===== config.mk =====
export PLATFORM = sky130hd
export DESIGN_NAME = set_scan
export DESIGN_NICKNAME = d
export VERILOG_FILES = /design/src/rtl/set_scan_pkg.sv /design/src/rtl/set_cover.sv /design/src/rtl/set_scan.sv
export SDC_FILE = /design/constraint.sdc
export NUM_CORES = 1
export LEC_CHECK = 0
export BUFFER_PORTS_ARGS = -buffer_cell sky130_fd_sc_hd__buf_2
export CORE_MARGIN = 1
export CORE_UTILIZATION = 60
export CTS_BUF_LIST = sky130_fd_sc_hd__clkbuf_8
export DETAILED_ROUTE_END_ITERATION = 12
export PLACE_DENSITY = 0.79
export SLEW_MARGIN = 10
export SYNTH_ARGS = -nofsm -noshare
export SYNTH_HDL_FRONTEND = slang
export SYNTH_SLANG_ARGS = --single-unit

===== constraint.sdc =====
create_clock -name clk -period 10 [get_ports clk]
set_clock_uncertainty 0.15 [all_clocks]
set_input_delay 0.5 -clock clk [delete_from_list [all_inputs] [get_ports clk]]
set_output_delay 0.5 -clock clk [all_outputs]
set_load 0.1 [all_outputs]

===== src/rtl/set_scan_pkg.sv =====
// Shared definitions for the set_scan front-end: field sizes, set-mode
// encodings, scan state encodings and the field offsets of central/radius.
package set_scan_pkg;

`ifndef COVERED_SZ
`define COVERED_SZ 3
`endif
`ifndef MODE_SZ
`define MODE_SZ 2
`endif
`ifndef MODE1
`define MODE1 2'd0
`endif
`ifndef MODE2
`define MODE2 2'd1
`endif
`ifndef MODE3
`define MODE3 2'd2
`endif
`ifndef MODE4
`define MODE4 2'd3
`endif

  localparam int COVERED_SZ = `COVERED_SZ;
  localparam int MODE_SZ    = `MODE_SZ;

  localparam logic [MODE_SZ-1:0] MODE1 = `MODE1;
  localparam logic [MODE_SZ-1:0] MODE2 = `MODE2;
  localparam logic [MODE_SZ-1:0] MODE3 = `MODE3;
  localparam logic [MODE_SZ-1:0] MODE4 = `MODE4;

  typedef enum logic [1:0] {
    SCAN_IDLE,
    SCAN_RUN,
    SCAN_DRAIN,
    SCAN_DONE
  } scan_state_t;

  // Field offsets in units of COORD_W; ports pack A first (MSB) and C last.
  localparam int CEN_AX = 5;
  localparam int CEN_AY = 4;
  localparam int CEN_BX = 3;
  localparam int CEN_BY = 2;
  localparam int CEN_CX = 1;
  localparam int CEN_CY = 0;
  localparam int RAD_A  = 2;
  localparam int RAD_B  = 1;
  localparam int RAD_C  = 0;

endpackage


===== src/rtl/set_cover.sv =====
// Combinational point-in-circle test: (x-xc)^2 + (y-yc)^2 <= r^2, boundary inclusive.
module set_cover #(
  parameter int COORD_W = 4
) (
  input  logic [COORD_W-1:0] x,
  input  logic [COORD_W-1:0] y,
  input  logic [COORD_W-1:0] xc,
  input  logic [COORD_W-1:0] yc,
  input  logic [COORD_W-1:0] r,
  output logic               in_o
);

  // One spare bit over the 2*COORD_W+1 needed keeps every term non-negative as signed.
  localparam int SQ_W = 2 * COORD_W + 2;

  logic signed [SQ_W-1:0] dx;
  logic signed [SQ_W-1:0] dy;
  logic signed [SQ_W-1:0] re;
  logic signed [SQ_W-1:0] dist_sq;
  logic signed [SQ_W-1:0] rad_sq;

  assign dx      = $signed(SQ_W'(x)) - $signed(SQ_W'(xc));
  assign dy      = $signed(SQ_W'(y)) - $signed(SQ_W'(yc));
  assign re      = $signed(SQ_W'(r));
  assign dist_sq = dx * dx + dy * dy;
  assign rad_sq  = re * re;
  assign in_o    = (dist_sq <= rad_sq);

endmodule


===== src/rtl/set_scan.sv =====
// Scans the GRID_N x GRID_N lattice against three latched circles and counts hits
// returned by the logic unit. Define SET_SCAN_DBG_EN for coordinate/count debug ports.
module set_scan
  import set_scan_pkg::*;
#(
  parameter int GRID_N  = 8,
  parameter int COORD_W = 4,
  parameter int CNT_W   = 8
) (
  input  logic                   clk,
  input  logic                   rst,
  input  logic                   en,
  input  logic [6*COORD_W-1:0]   central,
  input  logic [3*COORD_W-1:0]   radius,
  input  logic [MODE_SZ-1:0]     mode,
  output logic [COVERED_SZ-1:0]  covered_o,
  output logic [MODE_SZ-1:0]     mode_o,
  output logic                   pt_valid_o,
  input  logic                   hit_i,
  output logic                   busy,
  output logic                   valid,
  output logic [CNT_W-1:0]       candidate
`ifdef SET_SCAN_DBG_EN
  ,
  output logic [COORD_W-1:0]     dbg_x_o,
  output logic [COORD_W-1:0]     dbg_y_o,
  output logic [CNT_W-1:0]       dbg_hit_cnt_o
`endif
);

  localparam int NPTS  = GRID_N * GRID_N;
  localparam int IDX_W = $clog2(NPTS);

  scan_state_t             state;
  logic [IDX_W-1:0]        idx;
  logic [CNT_W-1:0]        count;
  logic [CNT_W-1:0]        cnt_next;
  logic [6*COORD_W-1:0]    cen_q;
  logic [3*COORD_W-1:0]    rad_q;
  logic [COORD_W-1:0]      pt_x;
  logic [COORD_W-1:0]      pt_y;
  logic [COVERED_SZ-1:0]   cov;

  assign pt_x = COORD_W'(int'(idx) % GRID_N + 1);
  assign pt_y = COORD_W'(int'(idx) / GRID_N + 1);

  set_cover #(.COORD_W(COORD_W)) u_cover_a (
    .x(pt_x), .y(pt_y),
    .xc(cen_q[CEN_AX*COORD_W +: COORD_W]), .yc(cen_q[CEN_AY*COORD_W +: COORD_W]),
    .r(rad_q[RAD_A*COORD_W +: COORD_W]), .in_o(cov[2])
  );

  set_cover #(.COORD_W(COORD_W)) u_cover_b (
    .x(pt_x), .y(pt_y),
    .xc(cen_q[CEN_BX*COORD_W +: COORD_W]), .yc(cen_q[CEN_BY*COORD_W +: COORD_W]),
    .r(rad_q[RAD_B*COORD_W +: COORD_W]), .in_o(cov[1])
  );

  set_cover #(.COORD_W(COORD_W)) u_cover_c (
    .x(pt_x), .y(pt_y),
    .xc(cen_q[CEN_CX*COORD_W +: COORD_W]), .yc(cen_q[CEN_CY*COORD_W +: COORD_W]),
    .r(rad_q[RAD_C*COORD_W +: COORD_W]), .in_o(cov[0])
  );

  // hit_i always refers to the point already on covered_o, so counting lags the scan by one.
  assign cnt_next = (hit_i && (count != {CNT_W{1'b1}})) ? count + CNT_W'(1) : count;

  always_ff @(posedge clk) begin
    if (rst) begin
      state      <= SCAN_IDLE;
      idx        <= '0;
      count      <= '0;
      cen_q      <= '0;
      rad_q      <= '0;
      covered_o  <= '0;
      mode_o     <= '0;
      pt_valid_o <= 1'b0;
      busy       <= 1'b0;
      valid      <= 1'b0;
      candidate  <= '0;
    end else begin
      valid <= 1'b0;
      case (state)
        SCAN_IDLE, SCAN_DONE: begin
          if (en) begin
            cen_q  <= central;
            rad_q  <= radius;
            mode_o <= mode;
            count  <= '0;
            idx    <= '0;
            busy   <= 1'b1;
            state  <= SCAN_RUN;
          end else begin
            state <= SCAN_IDLE;
          end
        end
        SCAN_RUN: begin
          covered_o  <= cov;
          pt_valid_o <= 1'b1;
          if (pt_valid_o) count <= cnt_next;
          idx <= idx + IDX_W'(1);
          if (idx == IDX_W'(NPTS - 1)) state <= SCAN_DRAIN;
        end
        SCAN_DRAIN: begin
          count      <= cnt_next;
          candidate  <= cnt_next;
          valid      <= 1'b1;
          busy       <= 1'b0;
          pt_valid_o <= 1'b0;
          covered_o  <= '0;
          state      <= SCAN_DONE;
        end
        default: state <= SCAN_IDLE;
      endcase
    end
  end

`ifdef SET_SCAN_DBG_EN
  always_ff @(posedge clk) begin
    if (rst) begin
      dbg_x_o <= '0;
      dbg_y_o <= '0;
    end else if (state == SCAN_RUN) begin
      dbg_x_o <= pt_x;
      dbg_y_o <= pt_y;
    end
  end

  assign dbg_hit_cnt_o = count;
`endif

endmodule

==> metrics.txt, run 1 <==
status complete, no violations; global-route wire length before repair 33000 um; Detail Route Antenna Nets 0; root buffer cell clkbuf_8; Peak Freq 137 MHz; layout cells sized above 1 7.88%; Layout Nets 1453; post-synth cell types 52; Pre-antenna DRT Iters 5; Post-Syn Area per Cell 8.48 um^2; clock buffer depth 2; hold buffers post-CTS 0; Max H-tree Level 3; Synth area leaders fa_1 25%, ha_1 17%, dfxtp_1 14%; Place WS 2.71 ns; vias post-DR 7287; number of global-route vias before repair 7422; Starting Density 61.9%; Pins Over Slew Limit 0; Setup crit start kind register; gpl congestion 0.918; Slew HR 41.2%; core area 15300 um^2; Seq cells post-synth 68; path type of the worst setup path register to register; slew of the pin with the lowest slew margin 0.880 ns; CP max stage cell fa_1; post-route design area 10100 um^2; post-synthesis sequential area ratio 14.4%; final wirelength 18900 um; worst min-delay path class input port to register; Syn Std Cell Area 9440 um^2; area leader, netlist fa_1; WL/cell 13.7 um; Critical Path AT 7.45 ns; Async S/R FF share, synth 0%; grt ovf 0; synthesized net count 1404; Die Ht 127 um; CP required 10.16 ns; Die W 127 um; most frequent cells in the layout 204 x inv_1, 131 x nand2_1, 131 x ha_1; Filler Cell Count 1289; Placed Area 9940 um^2; # DRC 0; gr usage total 25.5%; site row count 45; Num CTS Buffers 9; clk slew on worst S/H paths 0.09 ns; EDFF count, synth 0; crit share post-route 72.9%; clk sinks 68; DR vias/cell 5.29; critical path peak fanout 7; Clk Latency, worst-skew pair 0.37 ns; max_cap viols 0; commonest non-fill, non-tap cell in the layout inv_1; Setup crit end kind register; CTS resizes 0; Primary FF master, synth dfxtp_1; Final min period 7.29 ns; worst stage delay on the critical path 0.55 ns; hold depth 3; Hold Violations, Final 0; total setup buffers inserted after CTS 0; FF-to-FF path depth 26; initial drt markers 303; input/output buffers 57; fin util 66.4%; largest net degree at the start of global routing 68; post-synth top area share 25.0%; synth warn 0; CTS tree yes; Final WS setup 2.71 ns; hpwl dp 16100 um; Ant. Diodes 0; Fin Setup TNS 0 ns; # setup viols final 0; area growth from synthesis to layout 7.35%; die area 16200 um^2; top-level port count 58; Synth Instances 1113; initial antenna violation count 0; RSZ-0062 raised after global routing no
stage by stage:
step | hold WS [ns] | cells
2_1_floorplan | 0.286 | 1113
3_3_place_gp | 0.291 | 1362
3_5_place_dp | 0.297 | 1362
4_1_cts | 0.198 | 1378
5_1_grt | 0.203 | 1378
6_report | 0.202 | 1378
worst max-delay path: cells and delay by family, from the launching register on:
family / cells / cell delay [ns]
AOI/OAI and AO/OA: 6 / 1.17
xor gates and xnor gates: 2 / 0.41
adders and majority gates: 9 / 3.80
buffers and inverters: 5 / 0.58
DFF: 1 / 0.48
and+or+nand+nor: 4 / 0.62
final timing paths:
| check | start | to | slack (ns) |
|---|---|---|---|
| max | idx[3]$_SDFFE_PP0P_ | covered_o[2]$_SDFFE_PP0N_ | 2.71 |
| min | central[11] | cen_q[11]$_SDFFE_PP0P_ | 0.20 |
| max reg2reg | idx[3]$_SDFFE_PP0P_ | covered_o[2]$_SDFFE_PP0N_ | 2.71 |
| min reg2reg | cen_q[19]$_SDFFE_PP0P_ | cen_q[19]$_SDFFE_PP0P_ | 0.31 |
Yosys cell counts, drive strengths merged, types with 4 or more instances:
master / count
xor2: 23
nor2b: 21
nand3: 4
o31ai: 4
a21oi: 76
ha: 131
inv: 210
buf: 5
nand2: 131
fa: 118
xnor2: 46
nand2b: 17
and2: 26
nor3: 11
o22ai: 5
nand4: 8
a22oi: 5
a31o: 4
clkbuf: 18
a211oi: 9
dfxtp: 68
a21o: 8
o21ai: 31
nor2: 88
state kept, by name, indices dropped and copies added, names as in the netlist, 2 cells and up:
signal	flops
state	2
mode_o	2
candidate	8
cen_q	24
rad_q	12
covered_o	3
count	8
idx	6
kinds of logic after synthesis:
kind of cell	Yosys count	synth area share, %
AND/OR/NAND/NOR	316	15.1
adder cells (fa/ha/maj)	249	42.4
buffers and inverters	233	9.29
AO/OA/AOI/OAI	172	11.4
XOR/XNOR	72	7.12
flip-flops	68	14.4
multiplexers	3	0.318
cell type report:
class                      instances  area (um^2)  share of cell area, %
clock buffer                       9          124                   1.22
clock inverter                     7         75.1                  0.741
inverter                         210          788                   7.78
multi-input combinational        812         7210                   71.1
sequential                        68         1360                   13.4
tap                              211          264                   2.60
timing repair buffer              61          315                   3.11
per-layer routing:
layer | GRT usage, % | wire length (um)
met5 | 0 | 0
met1 | 31.0 | 8110
met4 | 8.68 | 448
met3 | 3.89 | 738
met2 | 46.0 | 9620
Power of run 1 is left out: the tool's default activity adds up to more than one toggle a clock period on the data nets, which glitch-free logic cannot reach.
==> inputs of run 2 (changes only) <==
==> constraint.sdc (replaced) <==
create_clock -name clk -period 7.6 [get_ports clk]
set_clock_uncertainty 0.15 [all_clocks]
set_input_delay 0.38 -clock clk [delete_from_list [all_inputs] [get_ports clk]]
set_output_delay 0.38 -clock clk [all_outputs]
set_load 0.1 [all_outputs]
==> metrics.txt, run 2 (synthesis results as in run 1) <==
max_cap viols 0 (unchanged); clk slew on worst S/H paths 0.10 ns (about the same); number of global-route vias before repair 7408 (-0.19%); Final min period 7.15 ns (-0.145 ns); grt ovf 0 (unchanged); clock buffer depth 2 (unchanged); status complete, no violations; Pre-antenna DRT Iters 5 (unchanged); site row count 45 (unchanged); gr usage total 26.0% (+0.49 points); worst min-delay path class input port to register; largest net degree at the start of global routing 68 (unchanged); Die Ht 127 um (unchanged); Peak Freq 140 MHz (+2.0%); Slew HR 42.1% (+0.88 points); CP required 7.79 ns (-2.37 ns); Layout Nets 1457 (+0.28%); global-route wire length before repair 33300 um (+0.96%); die area 16200 um^2 (unchanged); vias post-DR 7302 (+0.21%); initial antenna violation count 0 (unchanged); core area 15300 um^2 (unchanged); crit share post-route 94.0% (+21 points); CTS tree yes; Largest regs cen_q: 24 flops, rad_q: 12 flops; Critical Path AT 7.34 ns (-0.11 ns); Detail Route Antenna Nets 0 (unchanged); hold slack 0.0592 ns (-0.143 ns); Max H-tree Level 3 (unchanged); clk sinks 68 (unchanged); top-level port count 58 (unchanged); final wirelength 19500 um (+3.1%); commonest non-fill, non-tap cell in the layout inv_1; critical path peak fanout 8 (+1); root buffer cell clkbuf_8; path type of the worst setup path register to register; # DRC 0 (unchanged); hpwl dp 16300 um (+1.2%); # setup viols final 0 (unchanged); Hold Violations, Final 0 (unchanged); Largest register FFs 24 (unchanged); slew of the pin with the lowest slew margin 0.867 ns (-0.0132 ns); gpl congestion 0.892 (-2.8%); Pins Over Slew Limit 0 (unchanged); initial drt markers 303 (unchanged); Ant. Diodes 0 (unchanged); DR vias/cell 5.28 (about the same); WL/cell 14.1 um (+2.8%); Die W 127 um (unchanged); area growth from synthesis to layout 8.19%; Biggest register cen_q; most frequent cells in the layout 204 x inv_1, 131 x nand2_1, 131 x ha_1; input/output buffers 57 (unchanged); Clk Latency, worst-skew pair 0.39 ns (+0.02 ns); Setup crit start kind register; Num CTS Buffers 9 (unchanged); Setup crit end kind register; Starting Density 61.9% (unchanged); layout cells sized above 1 8.45% (+0.57 points)
-- run 2: cell count changes in the layout (fill, tap and decap cells not counted), sizes merged --
cell / previous run / this run
buf: 61 / 65
clkinvlp: 3 / 0
bufinv: 1 / 2
clkbuf: 9 / 10
inv: 211 / 212
-- run 2: repair_timing --
item,4_1_cts,5_1_grt
buffers inserted,0,1
setup endpoints to repair,0,3
resized for setup,0,5
hold buffers,0,0
-- run 2: worst max-delay path: stages (launching register included) --
cell and delay (ns):
dfxtp_2 0.37, ha_1 0.35, inv_1 0.13, fa_1 0.45, nor2b_1 0.12, o21ai_1 0.07, nand2b_1 0.23, inv_2 0.11
nand2_1 0.13, inv_1 0.13, fa_1 0.55, inv_1 0.05, fa_1 0.47, fa_1 0.52, inv_1 0.06, fa_1 0.50
fa_1 0.59, inv_1 0.07, fa_1 0.46, o21bai_1 0.15, a21oi_1 0.11, xnor2_1 0.14, ha_1 0.33, a2111oi_0 0.39
a21oi_1 0.13, nor3_1 0.18, a221o_1 0.14
-- run 2: per-stage QoR --
step                setup WS (ns)  util [%]  TNS, ns  area, um^2  std cells
floorplan                   0.833         -        0        9440       1113
global placement            0.562      65.3        0        9960       1365
detailed placement          0.284      65.3        0        9960       1365
CTS                         0.217      66.8        0       10200       1381
global route              -0.0331      67.0  -0.0331       10200       1382
finish                      0.455      67.0        0       10200       1382
-- run 2: layer usage --
| metal | vias up | GRT usage (%) | share of wire [%] | routed length, um |
|---|---|---|---|---|
| li1 | 3650 | - | - | - |
| met1 | 3491 | 31.4 | 43 | 8390 |
| met2 | 123 | 47.0 | 51 | 9990 |
| met3 | 38 | 4.19 | 3.3 | 648 |
| met4 | 0 | 8.89 | 2.5 | 490 |
| met5 | - | 0 | 0 | 0 |
-- run 2: cell type report --
class	instances	area [um^2]
Tap cell	211	264
Timing Repair Buffer	65	345
Clock inverter	6	95.1
Inverter	210	788
Clock buffer	10	138
Fill cell	1250	5040
Multi-Input combinational cell	812	7220
Sequential cell	68	1360
-- run 2: worst paths after layout --
kind	start	end	slack, ns	cells past startpoint
worst max-delay path	idx[3]$_SDFFE_PP0P_	covered_o[1]$_SDFFE_PP0N_	0.45	26
worst min-delay path	central[11]	cen_q[11]$_SDFFE_PP0P_	0.06	3
worst max register to register	idx[3]$_SDFFE_PP0P_	covered_o[1]$_SDFFE_PP0N_	0.45	26
worst min register to register	mode_o[0]$_SDFFE_PP0P_	mode_o[0]$_SDFFE_PP0P_	0.31	2
Power of run 2 is left out for the same reason.
